**config.mk**
```make
export PLATFORM = sky130hd
export DESIGN_NAME = ddr_port1_frame_reader
export DESIGN_NICKNAME = d
export VERILOG_FILES = /design/src/rtl/ddr_frame_pkg.sv /design/src/rtl/ddr_read_credit.sv /design/src/rtl/ddr_port1_frame_reader.sv
export SDC_FILE = /design/constraint.sdc
export NUM_CORES = 1
export LEC_CHECK = 0
export CAP_MARGIN = 20
export CORE_UTILIZATION = 45
export DETAILED_ROUTE_END_ITERATION = 10
export PLACE_DENSITY = 0.8
export SETUP_SLACK_MARGIN = 0.2
export SYNTH_ARGS = -nofsm -noshare
export SYNTH_HDL_FRONTEND = slang
export SYNTH_SLANG_ARGS = --single-unit
```
**constraint.sdc**
```tcl
create_clock -name clk -period 7.7 [get_ports clk]
set_input_delay 1.54 -clock clk [delete_from_list [all_inputs] [get_ports clk]]
set_output_delay 1.54 -clock clk [all_outputs]
set_load 0.01 [all_outputs]
```
**src/rtl/ddr_frame_pkg.sv**
```systemverilog
// rtl/ddr_frame_pkg.sv - shared frame-store constants, MIG command codes and reader state encoding
package ddr_frame_pkg;

    localparam logic [29:0] BUF0_BASE   = 30'd0;
    localparam logic [29:0] BUF1_BASE   = 30'd70560;
    localparam int          FRAME_WORDS = 17640;

    localparam logic [2:0]  MIG_CMD_WRITE = 3'b000;
    localparam logic [2:0]  MIG_CMD_READ  = 3'b001;

    typedef enum logic [1:0] {
        ST_CALIB      = 2'd0,
        ST_WAIT_FRAME = 2'd1,
        ST_STREAM     = 2'd2,
        ST_FLUSH      = 2'd3
    } rd_state_e;

endpackage

```
**src/rtl/ddr_read_credit.sv**
```systemverilog
// rtl/ddr_read_credit.sv - outstanding-word counter bounding read commands to the MIG read FIFO depth
module ddr_read_credit #(
    parameter int FIFO_WORDS = 64
) (
    input  logic       clk,
    input  logic       reset,
    input  logic       issue,
    input  logic [6:0] issue_n,
    input  logic       pop,
    output logic       can_issue,
    output logic       is_zero
);

    logic [6:0] outst_q, outst_d;
    logic [7:0] outst_sum;
    logic       pop_eff;

    // Credit check for the burst being offered, plus the counter update for issue/pop.
    always_comb begin
        outst_sum = {1'b0, outst_q} + {1'b0, issue_n};
        can_issue = (outst_sum <= 8'(FIFO_WORDS));
        is_zero   = (outst_q == 7'd0);
        // Stale words left over from before a reset must not wrap the counter below zero.
        pop_eff   = pop && (outst_q != 7'd0);
        outst_d   = outst_q;
        case ({issue, pop_eff})
            2'b10:   outst_d = outst_q + issue_n;
            2'b01:   outst_d = outst_q - 7'd1;
            2'b11:   outst_d = outst_q + issue_n - 7'd1;
            default: outst_d = outst_q;
        endcase
    end

    // Counter register.
    always_ff @(posedge clk) begin
        if (reset) begin
            outst_q <= 7'd0;
        end else begin
            outst_q <= outst_d;
        end
    end

endmodule

```
**src/rtl/ddr_port1_frame_reader.sv**
```systemverilog
// rtl/ddr_port1_frame_reader.sv - streams the displayed DDR frame buffer out through MIG port 1
module ddr_port1_frame_reader
    import ddr_frame_pkg::*;
#(
    parameter int BURST_LEN  = 32,
    parameter int FIFO_WORDS = 64
) (
    input  logic        clk,
    input  logic        reset,
    input  logic        mem_calib_done,
    input  logic        frame_swap,
    input  logic        frame_start,
    input  logic        p1_cmd_full,
    output logic        p1_cmd_en,
    output logic [2:0]  p1_cmd_instr,
    output logic [5:0]  p1_cmd_bl,
    output logic [29:0] p1_cmd_byte_addr,
    input  logic        p1_rd_empty,
    input  logic [31:0] p1_rd_data,
    output logic        p1_rd_en,
    output logic [31:0] data_out,
    output logic        data_valid,
    input  logic        data_req,
    output logic        underrun
);

    localparam logic [14:0] FRAME_W = 15'(FRAME_WORDS);
    localparam logic [14:0] BURST_W = 15'(BURST_LEN);
    localparam logic [6:0]  BURST_N = 7'(BURST_LEN);

    rd_state_e   state_q, state_d;
    logic        calib_meta_q, calib_meta_d;
    logic        calib_sync_q, calib_sync_d;
    logic        rd_buf_q, rd_buf_d;
    logic        swap_pend_q, swap_pend_d;
    logic [14:0] issued_q, issued_d;
    logic [14:0] word_ptr_q, word_ptr_d;
    logic        cmd_en_last_q, cmd_en_last_d;
    logic [31:0] data_out_q, data_out_d;
    logic        data_valid_q, data_valid_d;
    logic        underrun_q, underrun_d;

    logic [14:0] remaining;
    logic [6:0]  burst_n;
    logic [29:0] base_addr;
    logic        issue;
    logic        pop;
    logic        can_issue;
    logic        credit_zero;

    ddr_read_credit #(
        .FIFO_WORDS (FIFO_WORDS)
    ) u_credit (
        .clk       (clk),
        .reset     (reset),
        .issue     (issue),
        .issue_n   (burst_n),
        .pop       (pop),
        .can_issue (can_issue),
        .is_zero   (credit_zero)
    );

    // Burst sizing, command issue and read-FIFO pop; issue is blocked on the frame_start cycle
    // so a restarting frame never sees a command computed from the old frame's pointer.
    always_comb begin
        remaining = FRAME_W - issued_q;
        burst_n   = (remaining > BURST_W) ? BURST_N : remaining[6:0];
        base_addr = rd_buf_q ? BUF1_BASE : BUF0_BASE;
        issue     = (state_q == ST_STREAM) && !frame_start && !cmd_en_last_q &&
                    (burst_n != 7'd0) && !p1_cmd_full && can_issue;
        pop       = !p1_rd_empty &&
                    ((state_q == ST_FLUSH) ||
                     ((state_q == ST_STREAM) && (!data_valid_q || data_req)));

        p1_cmd_en        = issue;
        p1_cmd_instr     = MIG_CMD_READ;
        p1_cmd_bl        = issue ? 6'(burst_n - 7'd1) : 6'd0;
        p1_cmd_byte_addr = issue ? (base_addr + {13'd0, issued_q, 2'b00}) : 30'd0;
        p1_rd_en         = pop;
    end

    // Next-state logic: calibration sync, frame FSM, buffer swap and the output word register.
    always_comb begin
        state_d       = state_q;
        calib_meta_d  = mem_calib_done;
        calib_sync_d  = calib_meta_q;
        rd_buf_d      = rd_buf_q;
        swap_pend_d   = swap_pend_q;
        issued_d      = issued_q;
        word_ptr_d    = word_ptr_q;
        cmd_en_last_d = issue;
        data_out_d    = data_out_q;
        data_valid_d  = data_valid_q;
        underrun_d    = underrun_q;

        if (issue) begin
            issued_d = issued_q + {8'd0, burst_n};
        end

        if (pop && (state_q == ST_STREAM)) begin
            data_out_d   = p1_rd_data;
            data_valid_d = 1'b1;
            word_ptr_d   = word_ptr_q + 15'd1;
        end else if (data_req && data_valid_q) begin
            data_valid_d = 1'b0;
        end

        if ((state_q == ST_STREAM) && data_req && !data_valid_q) begin
            underrun_d = 1'b1;
        end

        case (state_q)
            ST_CALIB: begin
                if (calib_sync_q) begin
                    state_d = ST_WAIT_FRAME;
                end
            end
            ST_WAIT_FRAME: begin
                if (frame_start) begin
                    state_d = ST_STREAM;
                end
            end
            ST_STREAM: begin
                if (frame_start) begin
                    state_d = credit_zero ? ST_STREAM : ST_FLUSH;
                end
            end
            ST_FLUSH: begin
                data_valid_d = 1'b0;
                if (credit_zero) begin
                    state_d = ST_STREAM;
                end
            end
            default: state_d = ST_CALIB;
        endcase

        if (frame_start) begin
            if (swap_pend_q) begin
                rd_buf_d    = ~rd_buf_q;
                swap_pend_d = 1'b0;
            end
            issued_d     = 15'd0;
            word_ptr_d   = 15'd0;
            data_valid_d = 1'b0;
        end

        // A swap request arriving with frame_start stays pending for the following frame.
        if (frame_swap) begin
            swap_pend_d = 1'b1;
        end
    end

    // State register.
    always_ff @(posedge clk) begin
        if (reset) begin
            state_q       <= ST_CALIB;
            calib_meta_q  <= 1'b0;
            calib_sync_q  <= 1'b0;
            rd_buf_q      <= 1'b1;
            swap_pend_q   <= 1'b0;
            issued_q      <= 15'd0;
            word_ptr_q    <= 15'd0;
            cmd_en_last_q <= 1'b0;
            data_out_q    <= 32'd0;
            data_valid_q  <= 1'b0;
            underrun_q    <= 1'b0;
        end else begin
            state_q       <= state_d;
            calib_meta_q  <= calib_meta_d;
            calib_sync_q  <= calib_sync_d;
            rd_buf_q      <= rd_buf_d;
            swap_pend_q   <= swap_pend_d;
            issued_q      <= issued_d;
            word_ptr_q    <= word_ptr_d;
            cmd_en_last_q <= cmd_en_last_d;
            data_out_q    <= data_out_d;
            data_valid_q  <= data_valid_d;
            underrun_q    <= underrun_d;
        end
    end

    assign data_out   = data_out_q;
    assign data_valid = data_valid_q;
    assign underrun   = underrun_q;

endmodule

```
## Yosys cells after proc, flatten, opt, wreduce, memory -nomap -nowiden

Index checks and enable logic that the tools add are counted.

| word-level totals | value |
|---|---|
| register bits after elaboration | 63 |
| bits of input ports | 40 |
| output and inout port bits | 75 |
| word-level logic and storage cells | 77 |

| cells by class | value |
|---|---|
| add/sub/neg operators | 8 |
| order comparisons | 2 |
| equal/unequal tests | 10 |
| multiplexer cells | 15 |
| bitwise logic cells | 1 |
| reductions and logical operators | 30 |

Operators with widths:

| operator | number |
|---|---|
| 7-bit one-hot mux with 3 select lines | 1 |
| 17-bit by 17-bit adder with 18-bit output | 1 |
| 18-bit 2-to-1 mux | 1 |
| 17-bit 2-to-1 mux | 1 |
| 15-bit by 7-bit adder with 15-bit output | 1 |
| 15-bit by 6-bit > comparator with 1-bit output, second input constant | 1 |
| 15-bit subtractor, first input constant | 1 |
| 7-bit nonzero test | 2 |
| 7-bit by 1-bit subtractor with 7-bit output, second input constant | 2 |
| 1-bit logical AND | 12 |
| 7-bit by 7-bit adder with 8-bit output | 1 |
| 2-bit == test, second input constant | 4 |
| 8-bit by 7-bit <= comparator with 1-bit output, second input constant | 1 |
| 2-bit 2-to-1 mux | 4 |
| 2-bit inequality test, second input constant | 4 |
| 2-bit one-hot mux with 4 select lines | 1 |
| 7-bit adder | 1 |
| 7-bit logical NOT | 1 |
| 7-bit 2-to-1 mux | 1 |
| 6-bit 2-to-1 mux | 1 |
| 6-bit by 1-bit subtractor with 6-bit output, second input constant | 1 |
| 1-bit logical NOT | 5 |
| 1-bit 2-to-1 mux | 5 |
| 2-bit by 1-bit == test with 1-bit output, second input constant | 2 |
| other kinds (9) | 11 |

## Logic depth before layout (Yosys ltp)

| depth | value |
|---|---|
| word-level depth | 9 |
| mapped depth | 29 |
| gate-level depth less buffers | 25 |

## Modules after synthesis

From an unflattened synthesis, not the netlist that was laid out.

| second synthesis, totals | value |
|---|---|
| cell total of the unflattened synthesis | 572 |
| area total of the unflattened synthesis | 4,331.7 um^2 |

By module, submodules not included:

| module | times used | cells each | area each (um^2) | seq. area each (um^2) |
|---|---|---|---|---|
| ddr_port1_frame_reader | 1 | 463 | 3,404.5 | 1,121.1 |
| ddr_read_credit | 1 | 109 | 927.1 | 140.1 |

## Worst setup path after synthesis

OpenSTA, ideal clock, no wires.

| timing path | value |
|---|---|
| path kind | flip-flop to output port |
| start point | reg issued_q[0] |
| end point | out p1_cmd_bl[5] |
| data arrival time | 4,889 ps |
| required time | 6,160 ps |
| path slack | 1,271 ps |
| stages on the path, launching flop included | 24 |
| path buffers | 6 |
| cells stage by stage | dfxtp_1 -> inv_1 -> ha_1 -> buf_4 -> nor2b_1 -> o21ai_1 -> xnor2_1 -> a311oi_1 -> nand4_2 -> buf_6 -> clkbuf_1 -> nor2_1 -> ha_1 -> inv_1 -> fa_1 -> nand2b_1 -> a211oi_1 -> nor2_1 -> o41ai_2 -> o211ai_1 -> buf_2 -> buf_2 -> buf_2 -> nor3_1 |

| on the way | value |
|---|---|
| longest elaborated chain between the ends | 8 |
| elaborated cells on any way between the ends | 11 |

RTL lines:

| element | RTL line | text |
|---|---|---|
| start: declaration | ddr_port1_frame_reader.sv:36 | `logic [14:0] issued_q, issued_d;` |
| start signal: assignment | ddr_port1_frame_reader.sv:173 | `issued_q <= issued_d;` |
| 15-bit subtractor * | ddr_port1_frame_reader.sv:66 | `remaining = FRAME_W - issued_q;` |
| 15-bit by 6-bit > comparator with 1-bit output | ddr_port1_frame_reader.sv:67 | `burst_n = (remaining > BURST_W) ? BURST_N : remaining[6:0];` |
| 7-bit 2-to-1 mux * | ddr_port1_frame_reader.sv:67 |  |
| parallel branches: the longest is 4 deep, another holds 7-bit by 7-bit adder with 8-bit output | n/a |  |
| 6-bit 2-to-1 mux * | ddr_port1_frame_reader.sv:77 | `p1_cmd_bl = issue ? 6'(burst_n - 7'd1) : 6'd0;` |
| end: declaration | ddr_port1_frame_reader.sv:16 | `output logic [5:0] p1_cmd_bl,` |

Every way passes the cells marked *.

## Worst setup path in the final report

| timing path | value |
|---|---|
| start point | reg issued_q[0] |
| end point | out p1_cmd_byte_addr[5] |

| on the way | value |
|---|---|
| longest elaborated chain between the ends | 8 |
| elaborated cells on any way between the ends | 11 |

RTL lines:

| element | RTL line | text |
|---|---|---|
| parallel branches: the longest is 7 deep, another holds 15-bit subtractor | n/a |  |
| 18-bit 2-to-1 mux * | ddr_port1_frame_reader.sv:78 | `p1_cmd_byte_addr = issue ? (base_addr + {13'd0, issued_q, 2'b00}) : 30'd0;` |
| end: declaration | ddr_port1_frame_reader.sv:17 | `output logic [29:0] p1_cmd_byte_addr,` |

Marks and branches as above.

==> results.yml <==
global_route:
  grt_start_max_net_pins: 50
  overflow: 0
  grt_pass1_vias: 4016
  grt_util_all_layers_pct: 22.7
  grt_pass1_wl_mm: 18.3
  grt_antenna_before_repair: 0
run_status:
  status: "finished, final reports clean"
yosys:
  syn_inst: 567
  syn_area_mm2: 0.00429
  synthTopCellsByArea: "dfxtp_1 29%, nand2_1 7.8%, a21oi_1 6.6%"
  yosys.area.top_type: "dfxtp_1"
  synthFlopType: "dfxtp_1"
  yosysWarningCount: 0
  ys_ff_latch: 63
  ys_types: 63
  yosysSeqAreaShare_pct: 29.4
  synth_edf_count: 0
  synth-async-reset-ratio_pct: 0
  syn_avg_cell_area_um2: 7.57
  synth_top_cell_area_share_pct: 29.4
cells_and_area:
  drive_gt1_share_pct: 6.63
  diodes: 0
  area_growth_pct: 28.4
  final_cells: 778
  fillers: 800
  fin_nets: 705
  layout_commonest_cell: "clkdlybuf4s50_1"
  most-common-layout-cells: "97 x clkdlybuf4s50_1, 89 x nand2_1, 64 x nor2_1, 63 x dfxtp_1, 57 x a21oi_1"
sta:
  grt_setup_unrepaired: "false"
  setup_tns_ps: 0
  drv_slew: 0
  min_period_ps: 7140
  setup_violations: 0
  final.setup_skew_ps: 13.2
  layout_worst_path_cycle_share_pct: 92.7
  worst_slew_pin_slew_ps: 738
  hold_viol: 0
  post-route-worst-setup-slack_ps: 565
  holdWs_ps: 429
  clock.fmax_ghz: 0.140
  relSlewSlack_pct: 50.6
pwr:
  p_leak_nw: 1.97
  peakVddDrop_uv: 117
  power_density_mw_per_mm2: 137
  finalPower_mw: 0.755
critical_path:
  crit_required_ps: 6160
  critical-path-top-delay-family: "compound AO/OA/AOI/OAI gates"
  crit_fanout: 27
  crit_chain: "inv_1 -> ha_2 -> nor2b_1 -> o21ai_1 -> xnor2_1 -> a311oi_2 -> nand4_2 -> nor2_1 -> ha_1 -> inv_1 -> fa_1 -> nand2b_1 -> a211oi_1 -> nand2_1 -> o311ai_0 -> o41ai_2 -> o211ai_1 -> buf_6 -> clkinv_1 -> and2_1 -> clkdlybuf4s50_1"
  slowest_delay_ps: 460
  ff2ff_setup_slack_ps: 1980
  crit_arrival_ps: 5600
  slowest_stage: "clkdlybuf4s50_1"
  worst_setup_path_end_kind: "primary output"
  start_kind: "register"
  cp_num_buf_inv: 5
  crit_type: "reg2out"
  crit_top_cell: "inv_1"
clock_tree:
  htreeDepth: 3
  cts_hold_buf: 0
  cts_buffers: 9
  clkTransAtPathRegs_ps: 80
  cts.sinks: 63
  cts.path.max_buffers: 2
  cts_tree: "yes"
  insertion_delay_ps: 340
  cts_root_buf: "clkbuf_8"
drt:
  routed_via_density: 5.36
  wl_per_cell_um: 14.1
  ant_nets: 0
  dr.pass1.iters: 4
  remaining_drc_errors: 0
  via_count: 4170
  drtIter0Drc: 186
  routed_wl_mm: 11.0
die:
  die_x_um: 99.6
  dieArea_mm2: 0.00993
  placementRows: 35
  initial_core_util_pct: 46.4
  ios: 115
  die_height_um: 99.6
  core_area_mm2: 0.00924
placement:
  place.gp.congestion: 0.881
  port_buffers: 97
  dpl.hpwl_mm: 8.11
  pre_cts_slack_ps: 809
  dpl.cell_count: 762
run:
  max-cap-violations: 0
hold_path:
  hold_class: "reg2reg"
-- state kept, by name, summed over array words and instances, names as in the netlist --
name and flops:
rd_buf_q 1, calib_sync_q 1, state_q 2, cmd_en_last_q 1
u_credit.outst_q 7, swap_pend_q 1, calib_meta_q 1, data_valid 1
data_out 32, issued_q 15, underrun 1
-- report_power, final --
part	leakage (nW)	total, mW	internal [mW]	switching [mW]
Combinational	1.33	0.0579	0.0319	0.0260
Sequential	0.509	0.334	0.330	0.00380
Clock	0.127	0.363	0.226	0.137
Total	1.97	0.755	0.588	0.167
-- layer usage --
metal	vias up	part of all wire (%)	GRT usage, %
met5	-	0	0
met4	0	2.9	9.73
met3	31	4.6	4.57
met2	128	49	39.2
met1	1939	43	27.5
li1	2072	-	-
-- cells by family (layout without fill, tap and decap cells) --
group / count (synthesis) / after routing / synth area share [%]
fa+ha+maj: 21 / 21 / 6.30
mux: 10 / 10 / 2.45
flops: 63 / 63 / 29.4
buf+inv: 72 / 138 / 9.01
compound gates: 131 / 131 / 20.4
simple gates: 236 / 236 / 25.8
xor+xnor: 32 / 32 / 6.53
other cells: 2 / 18 / 0.175
-- final timing paths --
path / start / end / depth (start not counted)
min: calib_meta_q / calib_sync_q / 1
max reg2reg: issued_q[0] / u_credit.outst_q[4] / 24
min reg2reg: calib_meta_q / calib_sync_q / 1
max: issued_q[0] / p1_cmd_byte_addr[5] / 21
-- metrics by stage --
step                utilization [%]  cell area, um^2
global route                   59.6             5510
CTS                            59.5             5500
global placement               56.3             5200
floorplan                         -             4350
finish                         59.6             5510
detailed placement             56.7             5240
-- cells in the mapped netlist (all sizes together), types with 6 or more instances --
cell,count
nand2,89
nor2,65
dfxtp,63
a21oi,57
buf,34
xnor2,21
ha,20
clkbuf,19
inv,18
nor3,17
o21ai,17
a211oi,16
nor2b,13
xor2,11
or3,10
nand2b,8
nor3b,8
nand3,7
mux2i,6
-- timing repair --
action	in CTS	in global routing
endpoints found under the setup margin	0	23
buffers inserted	0	0
resized for setup	0	3
-- layout make-up --
| cell class | instances | area [um^2] | area share [%] |
|---|---|---|---|
| clock buffer | 10 | 138 | 2.50 |
| clock inverter | 6 | 116 | 2.11 |
| inverter | 19 | 71.3 | 1.29 |
| multi-input combinational | 448 | 2710 | 49.3 |
| sequential | 63 | 1260 | 22.9 |
| tap | 129 | 161 | 2.93 |
| timing repair buffer | 103 | 1050 | 19.0 |
No activity file was read; power rests on OpenSTA's default activity.
